<file path="src/rtl/multdiv_pkg.sv">
// Shared types and constants for the iterative multiply/divide unit.
package multdiv_pkg;

  typedef enum logic [1:0] {
    IDLE = 2'd0,
    RUN  = 2'd1,
    FIX  = 2'd2,
    DONE = 2'd3
  } state_e;

  typedef enum logic [0:0] {
    OP_MULT = 1'b0,
    OP_DIV  = 1'b1
  } op_e;

  localparam int ITER  = 32;
  localparam int CNT_W = 5;

endpackage

</file>
<file path="src/rtl/multdiv_step.sv">
// One add/subtract-and-shift iteration on the 64-bit accumulator, built on
// the shared 32-bit adder (shift-add multiply or restoring divide).
module multdiv_step
  import multdiv_pkg::*;
#(
  parameter int WIDTH = 32
) (
  input  logic [2*WIDTH-1:0] acc_i,
  input  logic [WIDTH-1:0]   operand_i,
  input  op_e                op_i,
  output logic [2*WIDTH-1:0] acc_o
);

  logic [WIDTH-1:0] hi;
  logic [WIDTH-1:0] lo;
  logic [WIDTH:0]   shifted;
  logic [WIDTH-1:0] add_a;
  logic [WIDTH-1:0] add_b;
  logic             add_cin;
  logic [WIDTH:0]   sum;
  logic             fits;

  assign hi      = acc_i[2*WIDTH-1:WIDTH];
  assign lo      = acc_i[WIDTH-1:0];
  assign shifted = {hi, lo[WIDTH-1]};
  assign sum     = {1'b0, add_a} + {1'b0, add_b} + {{WIDTH{1'b0}}, add_cin};

  // Divide subtracts as a + ~b + 1; the divisor fits when the 33-bit partial
  // remainder overflowed the adder width or the subtraction did not borrow.
  assign fits = shifted[WIDTH] | sum[WIDTH];

  always_comb begin
    add_a   = '0;
    add_b   = '0;
    add_cin = 1'b0;
    acc_o   = acc_i;
    if (op_i == OP_MULT) begin
      add_a = hi;
      add_b = lo[0] ? operand_i : '0;
      acc_o = {sum, lo[WIDTH-1:1]};
    end else begin
      add_a   = shifted[WIDTH-1:0];
      add_b   = ~operand_i;
      add_cin = 1'b1;
      acc_o   = fits ? {sum[WIDTH-1:0], lo[WIDTH-2:0], 1'b1}
                     : {shifted[WIDTH-1:0], lo[WIDTH-2:0], 1'b0};
    end
  end

endmodule

</file>
<file path="src/rtl/zero_det.sv">
// ALU zero detector: high when the input word is all zeros.
module zero_det #(
  parameter int WIDTH = 32
) (
  input  logic [WIDTH-1:0] data,
  output logic             zero
);

  assign zero = ~|data;

endmodule

</file>
<file path="src/rtl/multdiv_ctrl.sv">
// Iterative 32-bit signed multiply/divide sequencer with one-cycle ready pulse.
// Optional MULTDIV_EARLY_ZERO_EN: multiplies with a zero operand finish in 1 cycle.
module multdiv_ctrl
  import multdiv_pkg::*;
#(
  parameter int WIDTH = 32
) (
  input  logic             clock,
  input  logic             reset,
  input  logic [WIDTH-1:0] data_operandA,
  input  logic [WIDTH-1:0] data_operandB,
  input  logic             ctrl_MULT,
  input  logic             ctrl_DIV,
  output logic [WIDTH-1:0] data_result,
  output logic             data_exception,
  output logic             data_resultRDY
);

  localparam logic [CNT_W-1:0] LAST_CNT = CNT_W'(ITER - 1);

  state_e               state_q,   state_d;
  logic [CNT_W-1:0]     cnt_q,     cnt_d;
  op_e                  op_q,      op_d;
  logic                 sign_q,    sign_d;
  logic                 early_q,   early_d;
  logic [WIDTH-1:0]     operand_q, operand_d;
  logic [2*WIDTH-1:0]   acc_q,     acc_d;
  logic [WIDTH-1:0]     result_q,  result_d;
  logic                 exc_q,     exc_d;

  logic                 start;
  logic                 zero_b;
  logic                 early_mult;
  logic [WIDTH-1:0]     mag_a;
  logic [WIDTH-1:0]     mag_b;
  logic [2*WIDTH-1:0]   acc_next;
  logic [2*WIDTH-1:0]   prod_fixed;
  logic [WIDTH-1:0]     quo_fixed;

  function automatic logic [WIDTH-1:0] magnitude(input logic signed [WIDTH-1:0] v);
    return (v < 0) ? WIDTH'(-v) : WIDTH'(v);
  endfunction

  // Product fits in WIDTH signed bits only if the upper bits are pure sign extension.
  function automatic logic mult_overflow(input logic signed [2*WIDTH-1:0] p);
    return !((&p[2*WIDTH-1:WIDTH-1]) || !(|p[2*WIDTH-1:WIDTH-1]));
  endfunction

  zero_det #(.WIDTH(WIDTH)) u_zero_b (.data(data_operandB), .zero(zero_b));

`ifdef MULTDIV_EARLY_ZERO_EN
  logic zero_a;
  zero_det #(.WIDTH(WIDTH)) u_zero_a (.data(data_operandA), .zero(zero_a));
  assign early_mult = zero_a | zero_b;
`else
  assign early_mult = 1'b0;
`endif

  multdiv_step #(.WIDTH(WIDTH)) u_step (
    .acc_i     (acc_q),
    .operand_i (operand_q),
    .op_i      (op_q),
    .acc_o     (acc_next)
  );

  assign start = ctrl_MULT | ctrl_DIV;
  assign mag_a = magnitude(signed'(data_operandA));
  assign mag_b = magnitude(signed'(data_operandB));

  assign prod_fixed = sign_q ? (2*WIDTH)'(-signed'(acc_q)) : acc_q;
  assign quo_fixed  = sign_q ? WIDTH'(-signed'(acc_q[WIDTH-1:0])) : acc_q[WIDTH-1:0];

  always_comb begin
    state_d   = state_q;
    cnt_d     = cnt_q;
    op_d      = op_q;
    sign_d    = sign_q;
    early_d   = early_q;
    operand_d = operand_q;
    acc_d     = acc_q;
    result_d  = result_q;
    exc_d     = exc_q;

    case (state_q)
      IDLE: ;
      RUN: begin
        if (early_q) begin
          // Zero short-cut: only divide-by-zero raises the exception.
          state_d  = DONE;
          result_d = '0;
          exc_d    = (op_q == OP_DIV);
        end else begin
          acc_d = acc_next;
          cnt_d = cnt_q + 1'b1;
          if (cnt_q == LAST_CNT) state_d = FIX;
        end
      end
      FIX: begin
        state_d = DONE;
        if (op_q == OP_MULT) begin
          result_d = prod_fixed[WIDTH-1:0];
          exc_d    = mult_overflow(signed'(prod_fixed));
        end else begin
          result_d = quo_fixed;
          exc_d    = 1'b0;
        end
      end
      DONE:    state_d = IDLE;
      default: state_d = IDLE;
    endcase

    // A start in any state launches a fresh op; an aborted op never reaches DONE.
    if (start) begin
      state_d = RUN;
      cnt_d   = '0;
      sign_d  = data_operandA[WIDTH-1] ^ data_operandB[WIDTH-1];
      if (ctrl_MULT) begin
        op_d      = OP_MULT;
        operand_d = mag_a;
        acc_d     = {{WIDTH{1'b0}}, mag_b};
        early_d   = early_mult;
      end else begin
        op_d      = OP_DIV;
        operand_d = mag_b;
        acc_d     = {{WIDTH{1'b0}}, mag_a};
        early_d   = zero_b;
      end
    end
  end

  always_ff @(posedge clock) begin
    if (reset) begin
      state_q   <= IDLE;
      cnt_q     <= '0;
      op_q      <= OP_MULT;
      sign_q    <= 1'b0;
      early_q   <= 1'b0;
      operand_q <= '0;
      acc_q     <= '0;
      result_q  <= '0;
      exc_q     <= 1'b0;
    end else begin
      state_q   <= state_d;
      cnt_q     <= cnt_d;
      op_q      <= op_d;
      sign_q    <= sign_d;
      early_q   <= early_d;
      operand_q <= operand_d;
      acc_q     <= acc_d;
      result_q  <= result_d;
      exc_q     <= exc_d;
    end
  end

  assign data_result    = result_q;
  assign data_exception = exc_q;
  assign data_resultRDY = (state_q == DONE);

endmodule

</file>
<file path="config.mk">
export PLATFORM = sky130hd
export DESIGN_NAME = multdiv_ctrl
export DESIGN_NICKNAME = d
export VERILOG_FILES = /design/src/rtl/multdiv_pkg.sv /design/src/rtl/multdiv_step.sv /design/src/rtl/zero_det.sv /design/src/rtl/multdiv_ctrl.sv
export SDC_FILE = /design/constraint.sdc
export NUM_CORES = 1
export LEC_CHECK = 0
export ABC_AREA = 1
export BUFFER_PORTS_ARGS = -buffer_cell sky130_fd_sc_hd__clkbuf_2
export CORE_MARGIN = 4
export CORE_UTILIZATION = 40
export DETAILED_ROUTE_END_ITERATION = 8
export GPL_TIMING_DRIVEN = 1
export PLACE_DENSITY = 0.53
export SYNTH_ARGS = -nofsm -noshare
export SYNTH_HDL_FRONTEND = slang
export SYNTH_SLANG_ARGS = --single-unit
</file>
<file path="constraint.sdc">
create_clock -name clock -period 7.5 [get_ports clock]
set_input_delay 0.375 -clock clock [delete_from_list [all_inputs] [get_ports clock]]
set_output_delay 0.375 -clock clock [all_outputs]
set_load 0.01 [all_outputs]
</file>
After elaboration in Yosys (flattened, before gate mapping)
Cells that the tools add are included.

storage, ports and cells
  register bits after elaboration = 139
  latch bits = 0
  bits of input ports = 68
  memories = 0
  output and inout bits = 34
  word-level logic and storage cells = 76
  RAM bits = 0
  bits in read-only memories = 0

operators by class
  bitwise logic cells = 5
  shifts and indexed selects = 0
  eq/ne operators = 8
  reductions and logical operators = 17
  divide/modulo/power cells = 0
  multiply operators = 0
  order comparisons = 2
  add/subtract/negate cells = 7
  mux-type cells = 27

operators with widths
  cell                                                          number
  two-way mux 64 bit                                            6
  two-way mux 32 bit                                            10
  negation 32 bit                                               3
  less-than comparator 32 x 1 -> 1 bit (second input constant)  2
  negation 64 bit                                               1
  case mux 32 bit (2 select lines)                              1
  adder 32 x 32 -> 33 bit                                       1
  adder 33 x 1 -> 33 bit                                        1
  AND reduction 33 bit                                          1
  OR reduction 33 bit                                           1
  inverter 32 bit                                               1
  OR reduction 32 bit                                           1
  AND reduction 2 bit                                           5
  two-way mux 1 bit                                             6
  case mux 2 bit (3 select lines)                               1
  adder 5 x 1 -> 5 bit (second input constant)                  1
  == test 5 bit (second input constant)                         1
  == test 2 bit (second input constant)                         2
  two-way mux 2 bit                                             2
  inequality test 4 bit (second input constant)                 1
  nonzero test 2 bit                                            2
  nonzero test 4 bit                                            1
  zero test 1 bit                                               3
  inequality test 3 bit (second input constant)                 1
  other kinds (10)                                              11

Logic depth before layout (Yosys ltp)
Gate-level depths: netlist (run 1).

  depth after elaboration = 10
  gate-level depth with buffers = 24
  gate-level depth less buffers = 21

By module
From an unflattened synthesis (run 1), not the netlist that was laid out.

second synthesis, totals
  cell total of the unflattened synthesis = 2671
  area, all modules = 14594.0 sq um

modules (own cells, without submodules)
  module        area each (sq um)  seq. area each (sq um)  instances  cells each
  multdiv_ctrl  10057.1            2782.7                  1          1669
  multdiv_step  4420.5             0.0                     1          971
  zero_det      116.4              0.0                     1          31

Least setup slack after synthesis (run 1)
No wires, ideal clock.

  path kind = register to register
  from = register op_q
  to = register acc_q[40]
  setup slack = 3812 ps
  required time = 7368 ps
  clock period less this slack = 3688 ps
  path buffers = 4
  arrival = 3556 ps
  stages on the path, launching flop included = 24
  setup time = 132 ps
  path through = dfxtp_1 clkbuf_1 inv_1 clkbuf_1 nand2_1 clkbuf_1 a21oi_1 fa_1 fa_1 nand2_1 inv_1 nand2_1 nand2_1 a21oi_2 o21ai_2 nand2_1 nand2_2 nand2_2 nand3_2 buf_4 o21ai_0 nand2_1 nand3_1 a21oi_1

between the ends
  cells in the longest elaborated chain, start to end = 9
  elaborated cells on any way between the ends = 11
  those cells by class = 2 x add/sub; 8 x mux; 1 x bitwise

ends and longest elaborated chain
  what                      line                 RTL
  start: declaration        multdiv_ctrl.sv:23   op_e op_q, op_d;
  start signal: assignment  multdiv_ctrl.sv:145  op_q <= op_d;
  two-way mux 32 bit        multdiv_step.sv:37   if (op_i == OP_MULT) begin
  adder 32 x 32 -> 33 bit   multdiv_step.sv:26   assign sum = {1'b0, add_a} + {1'b0, add_b} + {{WIDTH{1'b0}}, add_cin};
  adder 33 x 1 -> 33 bit    multdiv_step.sv:26
  bitwise OR 1 bit          multdiv_step.sv:30   assign fits = shifted[WIDTH] | sum[WIDTH];
  two-way mux 64 bit        multdiv_step.sv:45   acc_o = fits ? {sum[WIDTH-1:0], lo[WIDTH-2:0], 1'b1}
  two-way mux 64 bit *      multdiv_step.sv:37
  two-way mux 64 bit *      multdiv_ctrl.sv:87   if (early_q) begin
  two-way mux 64 bit *      multdiv_ctrl.sv:84   case (state_q)
  two-way mux 64 bit *      multdiv_ctrl.sv:113  if (start) begin
  end signal: assignment    multdiv_ctrl.sv:139  acc_q <= '0;
  end signal: assignment    multdiv_ctrl.sv:149  acc_q <= acc_d;
  end: declaration          multdiv_ctrl.sv:27   logic [2*WIDTH-1:0] acc_q, acc_d;

Every way passes the cells marked *; elsewhere a longest branch is shown, timed or not. The select of a mux whose other input is x is not followed.
A chain may end at the register's enable or synchronous reset.

Worst setup path in the final report (run 1)
  from = register op_q
  to = register acc_q[58]

The elaborated chain is that of the path after synthesis.

==> impl_metrics.env, run 1 <==
export IMPL_start_util_pct=40.76
export IMPL_drtIter0Drc=1875
export IMPL_relSlewSlack_pct=34.18
export IMPL_grt_max_degree=102
export IMPL_die_area_sq_um=36310
export IMPL_gp_congestion=0.9599
export IMPL_hold_viol=0
export IMPL_reg2reg_depth=20
export IMPL_cts_repair_resized=0
export IMPL_avgSynthCellArea_sq_um=5.603
export IMPL_core_area_sq_um=32700
export IMPL_vias=15522
export IMPL_num_rows=66
export IMPL_start_kind="register"
export IMPL_synthDistinctLibCells=54
export IMPL_final_common_cell="nand2_1"
export IMPL_ir_drop_v=0.0001533
export IMPL_ys_ff_latch=139
export IMPL_yosysSeqAreaShare_pct=20.87
export IMPL_drv_cap=0
export IMPL_async_flop_share_pct=0
export IMPL_rsz0062_at_grt="false"
export IMPL_worst_clock_skew_ns=0.01389
export IMPL_maxSlewViolCount=0
export IMPL_postRouteAntennaNets=0
export IMPL_ys_warnings_count=0
export IMPL_post_drt_wl_per_cell_microns=18.46
export IMPL_whs_path_depth=2
export IMPL_min_path_type="in2reg"
export IMPL_drive_above_1_share_pct=7.562
export IMPL_hp_start="ctrl_DIV"
export IMPL_rrSetupSlack_ns=1.98
export IMPL_portBuffers=101
export IMPL_first_pass_iters=6
export IMPL_worstMarginPinSlew_ns=0.9862
export IMPL_worstPathCellList="inv_1, nand2_1, a21oi_1, fa_1, fa_1, nand2_1, inv_1, nand2_1, nand2_1, a21oi_2, o21ai_2, nand2_1, nand2_2, nand2_2, nand3_2, inv_2, nand2_1, nand3_1, nand3_1, a21oi_1"
export IMPL_cts_root_buf="clkbuf_16"
export IMPL_slowest_delay_ns=0.78
export IMPL_antennaDiodeCount=0
export IMPL_fin_nets=2518
export IMPL_r2r_start="op_q"
export IMPL_dp_hpwl_microns=41760
export IMPL_fmax_mhz=181.2
export IMPL_synthFlopType="dfxtp_1"
export IMPL_worst_endpoint_arrival_ns=5.87
export IMPL_period_share_pct=73.59
export IMPL_cts_tree="built"
export IMPL_grt_pass1_vias=13806
export IMPL_p_leak_nw=6.912
export IMPL_syn_to_final_growth_pct=10.19
export IMPL_synth_nets=2490
export IMPL_h_tree_depth=4
export IMPL_path_class="reg2reg"
export IMPL_cts_hold_buf=0
export IMPL_die_x_microns=190.6
export IMPL_synth_edff_count=0
export IMPL_clk_path_buf_depth=2
export IMPL_holdPathEnd="op_q"
export IMPL_crit_slowest_cell="dfxtp_4"
export IMPL_grt_overflow_total=0
export IMPL_ioPinCount=102
export IMPL_reg2reg_to="acc_q[58]"
export IMPL_cp_required_ns=7.85
export IMPL_grt_pass1_wl_microns=80470
export IMPL_antenna_found_initial=0
export IMPL_critPathCaptureType="register"
export IMPL_crit_path_frequent_cell="nand2_1"
export IMPL_viasPerCell=5.423
export IMPL_post_route_util_pct=44.92
export IMPL_worstPathMaxFanout=73
export IMPL_outcome="finished, final reports clean"
export IMPL_tns_ns=0
export IMPL_final_cell_mix="711 x nand2_1, 295 x nor2_1, 255 x inv_1"
export IMPL_clk_pin_slew_ns=0.07
export IMPL_period_needed_ns=5.519
export IMPL_synth_cells=2379
export IMPL_routed_wl_microns=52820
export IMPL_cts_sinks=139
export IMPL_die_h_microns=190.6
export IMPL_pwr_density_cell_nw_per_um2=167.4
export IMPL_post_cts_buffers=0
export IMPL_drc=0
export IMPL_cts_made_buffers=17
export IMPL_grtUsageTotal_pct=28.44
export IMPL_setup_violations_final=0
export IMPL_syn_area_sq_um=13330
export IMPL_clk_latency_ns=0.44
[synthesized netlist by cell type (4+ instances only)]
| cell type | instances | area [sq um] |
|---|---|---|
| clkbuf_1 | 83 | 311.6 |
| o211ai_1 | 28 | 210.2 |
| nor3_1 | 18 | 90.09 |
| o21ai_2 | 6 | 52.55 |
| nand2_2 | 7 | 43.79 |
| dfxtp_1 | 139 | 2783 |
| a31oi_1 | 12 | 75.07 |
| inv_1 | 255 | 957.2 |
| a21oi_1 | 206 | 1031 |
| a21boi_0 | 4 | 30.03 |
| ha_1 | 41 | 513.0 |
| nand3_1 | 169 | 845.8 |
| buf_1 | 11 | 41.29 |
| a21o_1 | 7 | 52.55 |
| xor2_1 | 56 | 490.5 |
| o21bai_1 | 5 | 37.54 |
| buf_2 | 6 | 30.03 |
| a22oi_1 | 8 | 60.06 |
| a41oi_1 | 5 | 43.79 |
| nor4_1 | 9 | 56.30 |
| o21ai_1 | 11 | 55.05 |
| nand4_1 | 22 | 137.6 |
| o21ai_0 | 182 | 910.9 |
| clkinv_1 | 4 | 15.01 |
| nand2_1 | 711 | 2669 |
| nor2_1 | 298 | 1119 |
| xnor2_1 | 24 | 210.2 |
[per-stage QoR]
stage / total power [W] / hold WS, ns / area [sq um] / setup slack (ns) / std cells
finish: 0.002459 / 0.2181 / 14690 / 1.981 / 2862
global route: 0.002582 / 0.2413 / 14690 / 1.359 / 2862
CTS: 0.002456 / 0.2099 / 14690 / 2.084 / 2862
detailed placement: 0.001559 / 0.4539 / 14080 / 2.133 / 2830
global placement: 0.001560 / 0.4505 / 14080 / 2.220 / 2830
floorplan: 0.001323 / 0.4453 / 13330 / 3.812 / 2379
[routing by layer]
layer  share of wire (%)  up-vias  routed length [microns]  track usage, %
met1                  50     7034                    26370           44.76
li1                    -     7794                        -               -
met4                 2.2        0                     1139           6.354
met2                  41      631                    21460           40.99
met5                   0        -                        0               0
met3                 7.3       63                     3859           3.479
[how the worst max path moves through the flow]
stage | from | endpoint | depth (start not counted) | slack, ns
after floorplan | op_q | acc_q[40] | 23 | 3.81
after global placement | op_q | acc_q[52] | 19 | 2.22
after detailed placement | op_q | acc_q[52] | 19 | 2.13
after CTS | op_q | acc_q[51] | 20 | 2.08
after global routing | op_q | acc_q[58] | 20 | 1.36
final | op_q | acc_q[58] | 20 | 1.98
[worst max-delay path: cells and delay by family (launching register included)]
kind / cells / cell delay [ns]
and+or+nand+nor: 11 / 2.18
adders and majority gates: 2 / 0.90
DFF: 1 / 0.78
buffers and inverters: 3 / 0.76
AOI/OAI and AO/OA: 4 / 0.73
[sequential cells by signal (all words and copies together) (netlist names)]
register / flops
acc_q: 64
data_result: 32
operand_q: 32
cnt_q: 5
state_q: 2
data_exception: 1
early_q: 1
op_q: 1
sign_q: 1
[cell type report]
type / count / area [sq um]
fillers: 3658 / 18010
multi-input cells: 1874 / 9159
flip-flops and latches: 139 / 2788
inverters: 261 / 979.7
repair buffers: 114 / 603.1
well taps: 442 / 553.0
clock buffers: 17 / 425.4
clock inverters: 15 / 181.4
[report_power, final]
group          leakage (nW)  total, W  switching (W)  internal [W]
Combinational          5.48  0.000723       0.000510      0.000212
Sequential             1.14  0.000839      0.0000640      0.000775
Clock                 0.298  0.000897       0.000392      0.000505
Total                  6.91   0.00246       0.000966       0.00149
[cells by family after synthesis]
| group | synth area share [%] |
|---|---|
| AOI/OAI and AO/OA | 20.85 |
| xor gates and xnor gates | 5.256 |
| adders and majority gates | 4.149 |
| buffers and inverters | 10.51 |
| DFF | 20.87 |
| and+or+nand+nor | 38.36 |
Power figures use the tool's default switching activity.
==> run 2, diff against run 1 <==
==> constraint.sdc (replaced) <==
create_clock -name clock -period 5.2 [get_ports clock]
set_input_delay 0.26 -clock clock [delete_from_list [all_inputs] [get_ports clock]]
set_output_delay 0.26 -clock clock [all_outputs]
set_load 0.01 [all_outputs]
==> run 2 against run 1 <==
Final cell count grew 0.21%. Flip-flop and latch count unchanged. Hold slack got worse by 0.092 ns. Non-clock buffer count increased by 6. Combinational power rose by 45%. First-iteration DRC count down 2.6%. Design area is 0.34% higher. Critical path depth shrank 1. Wire length increased by 2.2%. Global-route usage up 0.69 points. Worst setup slack got worse by 0.70 ns. Maximum frequency is 41% higher. Largest cell class unchanged. Largest power group unchanged.
==> impl_metrics.env, run 2 (same netlist as run 1, synthesis figures left out) <==
export IMPL_worstMarginPinSlew_ns=1.163
export IMPL_period_share_pct=75.34
export IMPL_m1WireLength_microns=26990
export IMPL_pwr_density_cell_nw_per_um2=240.4
export IMPL_viasPerCell=5.451
export IMPL_dp_hpwl_microns=43350
export IMPL_start_util_pct=40.76
export IMPL_path_class="reg2reg"
export IMPL_antenna_found_initial=0
export IMPL_grt_pass1_wl_microns=82180
export IMPL_cp_required_ns=5.48
export IMPL_cts_root_buf="clkbuf_16"
export IMPL_antennaDiodeCount=0
export IMPL_fmax_mhz=255.3
export IMPL_stdcell_area_sq_um=14740
export IMPL_wl_met3_microns=4095
export IMPL_die_h_microns=190.6
export IMPL_worstPathMaxFanout=33
export IMPL_tns_ns=0
export IMPL_postRouteAntennaNets=0
export IMPL_grtUsageTotal_pct=29.13
export IMPL_top_layer="met4"
export IMPL_grt_pass1_vias=13952
export IMPL_critPathTopFamily="simple AND/OR/NAND/NOR gates"
export IMPL_portBuffers=101
export IMPL_cts_hold_buf=0
export IMPL_post_route_util_pct=45.07
export IMPL_die_area_sq_um=36310
export IMPL_syn_to_final_growth_pct=10.57
export IMPL_drtIter0Drc=1827
export IMPL_crit_path_frequent_cell="nand2_1"
export IMPL_core_area_sq_um=32700
export IMPL_maxSlewViolCount=0
export IMPL_slowest_delay_ns=0.54
export IMPL_ioPinCount=102
export IMPL_outcome="finished, final reports clean"
export IMPL_clk_latency_ns=0.45
export IMPL_start_kind="register"
export IMPL_fin_nets=2524
export IMPL_grt_overflow_total=0
export IMPL_ir_drop_v=0.0002528
export IMPL_crit_slowest_cell="dfxtp_4"
export IMPL_hold_viol=0
export IMPL_routed_wl_microns=54010
export IMPL_clk_pin_slew_ns=0.06
export IMPL_worst_clock_skew_ns=0.01299
export IMPL_path_buf_inv=3
export IMPL_largest_reg_flops=64
export IMPL_num_rows=66
export IMPL_cts_sinks=139
export IMPL_worst_endpoint_arrival_ns=4.20
export IMPL_cts_made_buffers=17
export IMPL_drc=0
export IMPL_final_common_cell="nand2_1"
export IMPL_gp_congestion=0.9872
export IMPL_cts_tree="built"
export IMPL_wl_met2_microns=21520
export IMPL_clk_path_buf_depth=2
export IMPL_place_area_sq_um=14140
export IMPL_h_tree_depth=4
export IMPL_dp_cells=2836
export IMPL_grt_max_degree=75
export IMPL_drive_above_1_share_pct=7.749
export IMPL_final_cell_mix="711 x nand2_1, 295 x nor2_1, 255 x inv_1"
export IMPL_rsz0062_at_grt="false"
export IMPL_vias=15634
export IMPL_min_path_type="in2reg"
export IMPL_drv_cap=0
export IMPL_post_drt_wl_per_cell_microns=18.83
export IMPL_cts_repair_resized=0
export IMPL_worstPathCellList="inv_1, nand2_1, a21oi_1, fa_1, fa_1, nand2_1, inv_1, nand2_1, nand2_1, a21oi_2, o21ai_2, nand2_1, nand2_2, nand2_2, nand3_2, inv_2, nor2_1, o21bai_1, a21oi_1"
export IMPL_first_pass_iters=6
export IMPL_regMostFlops="acc_q"
export IMPL_p_leak_nw=6.936
export IMPL_setup_violations_final=0
export IMPL_post_cts_buffers=0
export IMPL_whs_ns=0.1256
export IMPL_instances_no_fill=2868
export IMPL_critPathCaptureType="register"
export IMPL_relSlewSlack_pct=22.27
export IMPL_die_x_microns=190.6
export IMPL_period_needed_ns=3.918
-- run 2: metrics by stage --
stage	setup slack, ns	power (W)
global placement	1.376	0.002261
finish	1.282	0.003543
CTS	1.350	0.003528
global route	0.9031	0.003716
floorplan	1.512	0.001909
detailed placement	1.362	0.002260
-- run 2: metal layers --
| layer | global-route usage [%] | vias to the layer above |
|---|---|---|
| li1 | - | 7793 |
| met1 | 45.35 | 7137 |
| met2 | 40.98 | 639 |
| met3 | 4.650 | 65 |
| met4 | 8.177 | 0 |
| met5 | 0 | - |
-- run 2: power by group --
part           leakage, nW  total (W)  switching, W  internal (W)
sequential            1.14    0.00122     0.0000966       0.00112
combinational         5.51    0.00105      0.000741      0.000309
clock                0.287    0.00128      0.000546      0.000732
-- run 2: area by class of cell --
cell class | count | area, sq um
clock buffer | 19 | 442.9
clock inverter | 13 | 156.4
fill | 3700 | 17960
inverter | 261 | 979.7
multi-input combinational | 1874 | 9159
sequential | 139 | 2788
tap | 442 | 553.0
timing repair buffer | 120 | 660.6
-- run 2: final timing paths --
kind,from,to,slack (ns),cells after the start
min reg2reg,data_result[0],data_result[0],0.46,2
max reg2reg,op_q,acc_q[49],1.28,19
min,ctrl_DIV,op_q,0.13,2
max,op_q,acc_q[49],1.28,19
